--- src/rtl/inta_sequencer_pkg.sv ---
// Shared definitions for the interrupt-acknowledge sequencer: state encoding,
// the 8080 CALL opcode and the one-hot level to 3-bit id conversion.
package pic_pkg;

  typedef enum logic [2:0] {
    IDLE   = 3'd0,
    PULSE1 = 3'd1,
    GAP1   = 3'd2,
    PULSE2 = 3'd3,
    GAP2   = 3'd4,
    PULSE3 = 3'd5
  } inta_state_e;

  localparam logic [7:0] CALL_OPCODE = 8'hCD;
  localparam logic [2:0] SPURIOUS_ID = 3'd7;

  // An all-zero level is a spurious interrupt and reports id 7.
  function automatic logic [2:0] level_to_id(input logic [7:0] level);
    logic [2:0] id;
    id = SPURIOUS_ID;
    for (int i = 0; i < 8; i++) begin
      if (level[i]) id = 3'(i);
    end
    return id;
  endfunction

endpackage

--- src/rtl/inta_sequencer_if.sv ---
// Bus bundle between the CPU/priority-resolver side (master) and the
// interrupt-acknowledge sequencer (slave).
interface inta_sequencer_if;
  logic        inta_n;
  logic        mode_8086;
  logic        auto_eoi;
  logic [7:0]  highest_priority_interrupt;
  logic [4:0]  vector_base;
  logic [10:0] address_base;
  logic        interval_4;
  logic        acknowledge;
  logic [7:0]  latched_level;
  logic [7:0]  end_of_interrupt;
  logic [7:0]  data_out;
  logic        data_out_enable;
  logic        freeze;

  modport master (
    output inta_n, mode_8086, auto_eoi, highest_priority_interrupt,
           vector_base, address_base, interval_4,
    input  acknowledge, latched_level, end_of_interrupt, data_out,
           data_out_enable, freeze
  );

  modport slave (
    input  inta_n, mode_8086, auto_eoi, highest_priority_interrupt,
           vector_base, address_base, interval_4,
    output acknowledge, latched_level, end_of_interrupt, data_out,
           data_out_enable, freeze
  );
endinterface

--- src/rtl/inta_sequencer_sync.sv ---
// Two-flop synchronizer for the asynchronous INTA strobe with edge detection
// on the synchronized value.
module inta_sync (
  input  logic clk,
  input  logic rst_n,
  input  logic inta_n_i,
  output logic fall_o,
  output logic rise_o
);

  logic       sync1_q;
  logic       sync2_q;
  logic       prev_q;
  logic       armed_q;
  logic [1:0] settle_q;

  // Edges are only reported once a genuine high has passed through the chain,
  // so a pin already low at reset release never looks like a new INTA.
  always_ff @(posedge clk or negedge rst_n) begin
    if (!rst_n) begin
      sync1_q  <= 1'b1;
      sync2_q  <= 1'b1;
      prev_q   <= 1'b1;
      settle_q <= 2'b00;
      armed_q  <= 1'b0;
    end else begin
      sync1_q  <= inta_n_i;
      sync2_q  <= sync1_q;
      prev_q   <= sync2_q;
      settle_q <= {settle_q[0], 1'b1};
      if (settle_q[1] && sync2_q) armed_q <= 1'b1;
    end
  end

  assign fall_o = armed_q & prev_q & ~sync2_q;
  assign rise_o = armed_q & ~prev_q & sync2_q;

endmodule

--- src/rtl/inta_sequencer.sv ---
// Interrupt-acknowledge sequencer: walks the 8086 two-pulse or 8080 three-pulse
// INTA sequence, drives the vector / CALL bytes and issues ack and AEOI pulses.
module inta_sequencer
  import pic_pkg::*;
(
  input logic             clk,
  input logic             rst_n,
  inta_sequencer_if.slave bus
);

  inta_state_e state_q, state_d;
  logic        mode_q, mode_d;
  logic        aeoi_q, aeoi_d;
  logic [7:0]  level_q, level_d;
  logic        ack_q, ack_d;
  logic [7:0]  eoi_q, eoi_d;
  logic        fall;
  logic        rise;
  logic [2:0]  id;
  logic [7:0]  low_byte;
  logic [7:0]  byte_out;
  logic        drive;

  inta_sync u_sync (
    .clk      (clk),
    .rst_n    (rst_n),
    .inta_n_i (bus.inta_n),
    .fall_o   (fall),
    .rise_o   (rise)
  );

  always_ff @(posedge clk or negedge rst_n) begin
    if (!rst_n) begin
      state_q <= IDLE;
      mode_q  <= 1'b0;
      aeoi_q  <= 1'b0;
      level_q <= 8'h00;
      ack_q   <= 1'b0;
      eoi_q   <= 8'h00;
    end else begin
      state_q <= state_d;
      mode_q  <= mode_d;
      aeoi_q  <= aeoi_d;
      level_q <= level_d;
      ack_q   <= ack_d;
      eoi_q   <= eoi_d;
    end
  end

  assign id       = level_to_id(level_q);
  assign low_byte = bus.interval_4 ? {bus.address_base[2:0], id, 2'b00}
                                   : {bus.address_base[2:1], id, 3'b000};

  // Mode, AEOI and level are captured only on the opening fall and held until IDLE.
  always_comb begin
    state_d  = state_q;
    mode_d   = mode_q;
    aeoi_d   = aeoi_q;
    level_d  = level_q;
    ack_d    = 1'b0;
    eoi_d    = 8'h00;
    drive    = 1'b0;
    byte_out = 8'h00;
    case (state_q)
      IDLE: begin
        if (fall) begin
          mode_d  = bus.mode_8086;
          aeoi_d  = bus.auto_eoi;
          level_d = bus.highest_priority_interrupt;
          ack_d   = |bus.highest_priority_interrupt;
          state_d = PULSE1;
        end
      end
      PULSE1: begin
        if (!mode_q) begin
          drive    = 1'b1;
          byte_out = CALL_OPCODE;
        end
        if (rise) state_d = GAP1;
      end
      GAP1: begin
        if (fall) state_d = PULSE2;
      end
      PULSE2: begin
        drive    = 1'b1;
        byte_out = mode_q ? {bus.vector_base, id} : low_byte;
        if (rise) begin
          if (mode_q) begin
            state_d = IDLE;
            eoi_d   = aeoi_q ? level_q : 8'h00;
          end else begin
            state_d = GAP2;
          end
        end
      end
      GAP2: begin
        if (fall) state_d = PULSE3;
      end
      PULSE3: begin
        drive    = 1'b1;
        byte_out = bus.address_base[10:3];
        if (rise) begin
          state_d = IDLE;
          eoi_d   = aeoi_q ? level_q : 8'h00;
        end
      end
      default: state_d = IDLE;
    endcase
  end

  assign bus.acknowledge      = ack_q;
  assign bus.latched_level    = level_q;
  assign bus.end_of_interrupt = eoi_q;
  assign bus.data_out         = byte_out;
  assign bus.data_out_enable  = drive;
  assign bus.freeze           = (state_q != IDLE);

endmodule
--- src/flat_wrapper.sv ---
// flat-port wrapper written by rule: the top's interface ports become plain ports
module inta_sequencer_flat import pic_pkg::*;
  (clk, rst_n, bus_inta_n, bus_mode_8086, bus_auto_eoi, bus_highest_priority_interrupt, bus_vector_base, bus_address_base, bus_interval_4, bus_acknowledge, bus_latched_level, bus_end_of_interrupt, bus_data_out, bus_data_out_enable, bus_freeze);
  inta_sequencer_if bus_i ();
  input logic clk;
  input logic rst_n;
  input wire logic [$bits(bus_i.inta_n)-1:0] bus_inta_n;
  input wire logic [$bits(bus_i.mode_8086)-1:0] bus_mode_8086;
  input wire logic [$bits(bus_i.auto_eoi)-1:0] bus_auto_eoi;
  input wire logic [$bits(bus_i.highest_priority_interrupt)-1:0] bus_highest_priority_interrupt;
  input wire logic [$bits(bus_i.vector_base)-1:0] bus_vector_base;
  input wire logic [$bits(bus_i.address_base)-1:0] bus_address_base;
  input wire logic [$bits(bus_i.interval_4)-1:0] bus_interval_4;
  output wire logic [$bits(bus_i.acknowledge)-1:0] bus_acknowledge;
  output wire logic [$bits(bus_i.latched_level)-1:0] bus_latched_level;
  output wire logic [$bits(bus_i.end_of_interrupt)-1:0] bus_end_of_interrupt;
  output wire logic [$bits(bus_i.data_out)-1:0] bus_data_out;
  output wire logic [$bits(bus_i.data_out_enable)-1:0] bus_data_out_enable;
  output wire logic [$bits(bus_i.freeze)-1:0] bus_freeze;
  assign bus_i.inta_n = bus_inta_n;
  assign bus_i.mode_8086 = bus_mode_8086;
  assign bus_i.auto_eoi = bus_auto_eoi;
  assign bus_i.highest_priority_interrupt = bus_highest_priority_interrupt;
  assign bus_i.vector_base = bus_vector_base;
  assign bus_i.address_base = bus_address_base;
  assign bus_i.interval_4 = bus_interval_4;
  assign bus_acknowledge = bus_i.acknowledge;
  assign bus_latched_level = bus_i.latched_level;
  assign bus_end_of_interrupt = bus_i.end_of_interrupt;
  assign bus_data_out = bus_i.data_out;
  assign bus_data_out_enable = bus_i.data_out_enable;
  assign bus_freeze = bus_i.freeze;
  inta_sequencer u_core (.clk(clk), .rst_n(rst_n), .bus(bus_i));
endmodule
--- config.mk ---
export PLATFORM = sky130hd
export DESIGN_NAME = inta_sequencer_flat
export DESIGN_NICKNAME = d
export VERILOG_FILES = /design/src/rtl/inta_sequencer_pkg.sv /design/src/rtl/inta_sequencer_if.sv /design/src/rtl/inta_sequencer_sync.sv /design/src/rtl/inta_sequencer.sv /design/src/flat_wrapper.sv
export SDC_FILE = /design/constraint.sdc
export NUM_CORES = 1
export LEC_CHECK = 0
export BUFFER_PORTS_ARGS = -buffer_cell sky130_fd_sc_hd__buf_2
export CAP_MARGIN = 5
export CORE_UTILIZATION = 51
export DETAILED_ROUTE_END_ITERATION = 7
export MAX_ROUTING_LAYER = met4
export PLACE_DENSITY = 0.9
export SLEW_MARGIN = 20
export SYNTH_ARGS = -nofsm -noshare
export SYNTH_HDL_FRONTEND = slang
export SYNTH_SLANG_ARGS = --single-unit
--- constraint.sdc ---
create_clock -name clk -period 3.9 [get_ports clk]
set_input_delay 0 -clock clk [delete_from_list [all_inputs] [get_ports clk]]
set_output_delay 0 -clock clk [all_outputs]
set_load 0.03 [all_outputs]
# After elaboration in Yosys (flattened, before gate mapping)
# Index checks and enable logic that the tools add are counted.
word_totals:
  register_bits: 28
  inputBits: 30
  out_inout_bits: 27
op_classes:
  eq_ne: 11
  n_mux: 29
  bitwise: 6
  reduce_logical: 7
op_table:
  columns: ["op", "count"]
  rows:
  - ["two-way mux 8 bit", 6]
  - ["two-way mux 3 bit", 15]
  - ["case mux 8 bit (3 select lines)", 1]
  - ["case mux 3 bit (6 select lines)", 1]
  - ["case mux 8 bit (2 select lines)", 1]
  - ["!= test 2 x 1 -> 1 bit, second input constant", 6]
  - ["OR reduction 8 bit", 1]
  - ["== test 3 x 2 -> 1 bit, second input constant", 2]
  - ["== test 3 bit, second input constant", 2]
  - ["two-way mux 6 bit", 1]
  - ["AND reduction 6 bit", 1]
  - ["AND 1 bit", 4]
  - ["== test 3 x 1 -> 1 bit, second input constant", 1]
  - ["logical NOT 3 bit", 1]
  - ["two-way mux 1 bit", 3]
  - ["nonzero test 3 bit", 1]
  - ["NOT 1 bit", 2]
  - ["case mux 1 bit (2 select lines)", 1]
  - ["AND reduction 2 bit", 1]
  - ["OR reduction 2 bit", 1]
  - ["logical AND 1 bit", 1]

# Logic depth before layout (Yosys ltp)
depth:
  word_depth: 11
  depth_mapped: 5
  mapped_depth_nobuf: 4

# Cells and area by module
# A second synthesis with hierarchy kept.
unflattened:
  hier_cells: 127
  hier_area_um2: 1371.3
by_module_without_submodules:
  columns: ["mod", "instances", "cells_each", "area_each_um2", "seq_area_each_um2"]
  rows:
  - ["inta_sequencer", 1, 117, 1186.1, 550.5]
  - ["inta_sync", 1, 10, 185.2, 153.9]

# Least setup slack after synthesis
# Ideal clock, no wire load.
synth_timing:
  path_type: "reg2out"
  start: "register u_core.level_q[1], in the netlist u_core.bus.latched_level[1]"
  end: "output port bus_data_out[3]"
  t_arrival_ps: 1861
  setup_slack_ps: 2039
  stages_incl_launch_ff: 5
  path_cell_list: "dfrtp_1 and2b_2 o21ai_0 o311ai_0 a211oi_1"
synth_between:
  elab_chain_cells: 10
synth_lines:
  columns: ["item", "line_no", "text"]
  rows:
  - ["start: declaration", "inta_sequencer.sv:14", "logic [7:0] level_q, level_d;"]
  - ["start signal: assignment", "inta_sequencer.sv:44", "level_q <= level_d;"]
  - ["two-way mux 3 bit (7 in a row)", "inta_sequencer_pkg.sv:22", "if (level[i]) id = 3'(i);"]
  - ["two-way mux 6 bit", "inta_sequencer.sv:51", "assign low_byte = bus.interval_4 ? {bus.address_base[2:0], id, 2'b00}"]
  - ["two-way mux 8 bit", "inta_sequencer.sv:86", "byte_out = mode_q ? {bus.vector_base, id} : low_byte;"]
  - ["case mux 8 bit (3 select lines)", "inta_sequencer.sv:64", "case (state_q)"]
  - ["end: declaration", "flat_wrapper.sv:17", "output wire logic [$bits(bus_i.data_out)-1:0] bus_data_out;"]
# No other way between the ends.

# Final worst setup path
layout_timing:
  start: "register u_core.state_q[1]"
  end: "output port bus_data_out[2]"
layout_between:
  elab_chain_cells: 2
layout_lines:
  columns: ["item", "line_no", "text"]
  rows:
  - ["start: declaration", "inta_sequencer.sv:11", "inta_state_e state_q, state_d;"]
  - ["start signal: assignment", "inta_sequencer.sv:41", "state_q <= state_d;"]
  - ["== test 3 bit, or another cell as far along", "inta_sequencer.sv:64", null]
  - ["case mux 8 bit (3 select lines) (*)", "inta_sequencer.sv:64", null]
# Mark *: on every way between the ends. The rest lies on a longest branch, timed or not.

==> metrics.yaml <==
syn_nets: 165
avgSynthCellArea_um2: 10.34
root_buffer: "clkbuf_4"
seq_area_frac_synth: 0.5045
antenna_found_initial: 0
start_util: 0.5536
dr.first_iter.drc_count: 23
required_ps: 3900
synth_area_mm2: 0.001396
slew_headroom: 0.6030
ir_drop_mv: 0.4676
tns_ps: 0
cap_violations: 0
post-dp-hpwl_mm: 2.381
hold_class: "in2async"
powerDensity_mw_per_mm2: 687.5
drive_above_1_share: 0.3831
area_delta_synth_final_pct: 30.65
worstMarginPinSlew_ps: 595.5
ys_async_sr_fraction: 1.000
io_buffers: 56
grt_overflow: 0
first_global_vias: 1063
wl_per_cell_um: 13.83
fillers: 178
ant_nets: 0
grt_max_degree: 29
htree_levels: 1
core-area_mm2: 0.002522
crit_arrival_ps: 2070
num-nets-final: 232
dieWidth_um: 54.33
synth_cell_types: 43
rrSetupSlack_ps: 2230
post_cts_buffers: 0
outcome: "complete, no violations"
io_pins: 57
ys.flop_type: "dfrtp_1"
clk_pin_slew_ps: 150
slew_violations: 0
first_pass_iters: 4
critPathMaxFanout: 14
drc_errors: 0
start_kind: "flip-flop"
clock-skew-final_ps: 9.571
clk_path_buf_depth: 2
r2r_cells: 4
routed_wl_mm: 3.194
vias: 1281
crit_type: "reg2out"
grt_pass1_wl_mm: 4.830
netlist_instances: 135
ys_ff_latch: 28
clock_sinks: 28
finalCriticalPeriod_ps: 2075
synth_edf_count: 0
rsz0062_at_grt: "false"
gp_congestion: 0.8830
yosysWarnings: 0
period_share: 0.5320
endpoint_kind: "output pin"
dp_slack_ps: 2204
cts_tree: "built"
setup_viol: 0
num_antenna_cells: 0
viasPerCell: 5.545
grt_use_total: 0.2421
hold_viol_final: 0
numCtsBuffers: 3
max_freq_mhz: 482.0
rows: 18
die_h_um: 54.33
fin_ws_ps: 1825
die_area_mm2: 0.002951
clkLatencyLatePin_ps: 320
p_leak_nw: 0.9008
placed cells by master (no fill, tap or decap), types with 2 or more instances in the layout:
| cell type | n |
|---|---|
| a211oi_1 | 3 |
| a21oi_1 | 8 |
| and2_1 | 7 |
| buf_2 | 56 |
| clkbuf_4 | 3 |
| dfrtp_1 | 25 |
| dfstp_2 | 3 |
| dlygate4sd3_1 | 12 |
| inv_1 | 3 |
| mux2_2 | 10 |
| nand2_1 | 16 |
| nor2_1 | 10 |
| nor2b_1 | 5 |
| nor4_1 | 3 |
| o21ai_0 | 6 |
| o2bb2ai_1 | 2 |
| o31a_1 | 2 |
| o32ai_1 | 2 |
final timing paths:
| check | from | to |
|---|---|---|
| min in group clk | bus_inta_n | u_core.u_sync.sync1_q |
| worst min-delay path | rst_n | u_core.mode_q |
| worst min register to register | u_core.u_sync.sync1_q | u_core.u_sync.sync2_q |
| max in group asynchronous | rst_n | u_core.bus.end_of_interrupt[3] |
| worst max-delay path | u_core.state_q[1] | bus_data_out[2] |
| worst max register to register | u_core.state_q[1] | u_core.bus.latched_level[3] |
synthesized netlist by cell type, types with 2 or more instances:
cell type | count | share of area
buf_6 | 2 | 0.016
and2_1 | 7 | 0.031
mux2_2 | 10 | 0.081
nand2_1 | 16 | 0.043
nor4_1 | 3 | 0.013
o2bb2ai_1 | 2 | 0.013
o31a_1 | 2 | 0.013
inv_1 | 3 | 0.0081
dfrtp_1 | 25 | 0.45
o32ai_1 | 2 | 0.013
nor2b_1 | 5 | 0.022
a211oi_1 | 3 | 0.016
nor2_1 | 10 | 0.027
o21ai_0 | 6 | 0.022
a21oi_1 | 8 | 0.029
dfstp_2 | 3 | 0.056
clkbuf_1 | 2 | 0.0054
registers in the layout (all words and copies together), names as in the netlist:
signal and flops:
u_core.bus.end_of_interrupt 8, u_core.u_sync.armed_q 1, u_core.u_sync.prev_q 1, u_core.aeoi_q 1
u_core.state_q 3, u_core.bus.latched_level 8, u_core.u_sync.sync1_q 1, u_core.bus.acknowledge 1
u_core.u_sync.settle_q 2, u_core.u_sync.sync2_q 1, u_core.mode_q 1
metrics by stage:
step	hold WS, ps	utilization	cells	power [W]	area, µm²
final	195.9	0.7232	231	0.001254	1824
after global routing	241.9	0.7232	231	0.001346	1824
after CTS	209.9	0.7232	231	0.001256	1824
after detailed placement	39.80	0.6612	215	0.001109	1668
after global placement	22.62	0.6612	215	0.001085	1668
after floorplan	-295.6	-	135	0.0009380	1396
worst max-delay path, cell delays in order (launching register included):
cell and delay (ps):
dfrtp_1 620, or3b_2 500, nor2_1 210, nand2_1 80
o2bb2ai_1 130, buf_2 220
layer usage:
| layer | GRT usage | wire [µm] |
|---|---|---|
| met1 | 0.2900 | 1311 |
| met5 | - | 0 |
| met3 | 0.04444 | 214 |
| met4 | 0.1068 | 55 |
| met2 | 0.3963 | 1613 |
where the power goes:
part | switching, W | internal (W) | total, W
clock | 0.0000804 | 0.0000571 | 0.000138
sequential | 0.000129 | 0.000358 | 0.000488
combinational | 0.000389 | 0.000240 | 0.000629
total | 0.000598 | 0.000656 | 0.00125
layout make-up:
type	instances	area [µm²]	share of cell area
Sequential cell	28	704.4	0.3861
Multi-Input combinational cell	97	630.6	0.3457
Timing Repair Buffer	68	400.4	0.2195
Tap cell	30	37.54	0.02058
Clock buffer	4	36.28	0.01989
Inverter	4	15.01	0.008230
cells by family (layout without fill, tap and decap cells):
| kind of cell | count (synthesis) | in the layout | share of synthesized area |
|---|---|---|---|
| other cells | 1 | 1 | 0.002686 |
| compound gates | 33 | 33 | 0.1640 |
| buf+inv | 10 | 76 | 0.04390 |
| mux | 10 | 10 | 0.08065 |
| simple gates | 52 | 52 | 0.1980 |
| xor+xnor | 1 | 1 | 0.006274 |
| flops | 28 | 28 | 0.5045 |
repair_timing:
item,CTS,global route
hold buffers,12,0
endpoints found under the hold margin,36,0
resized for setup,0,0
Power figures use the tool's default switching activity.
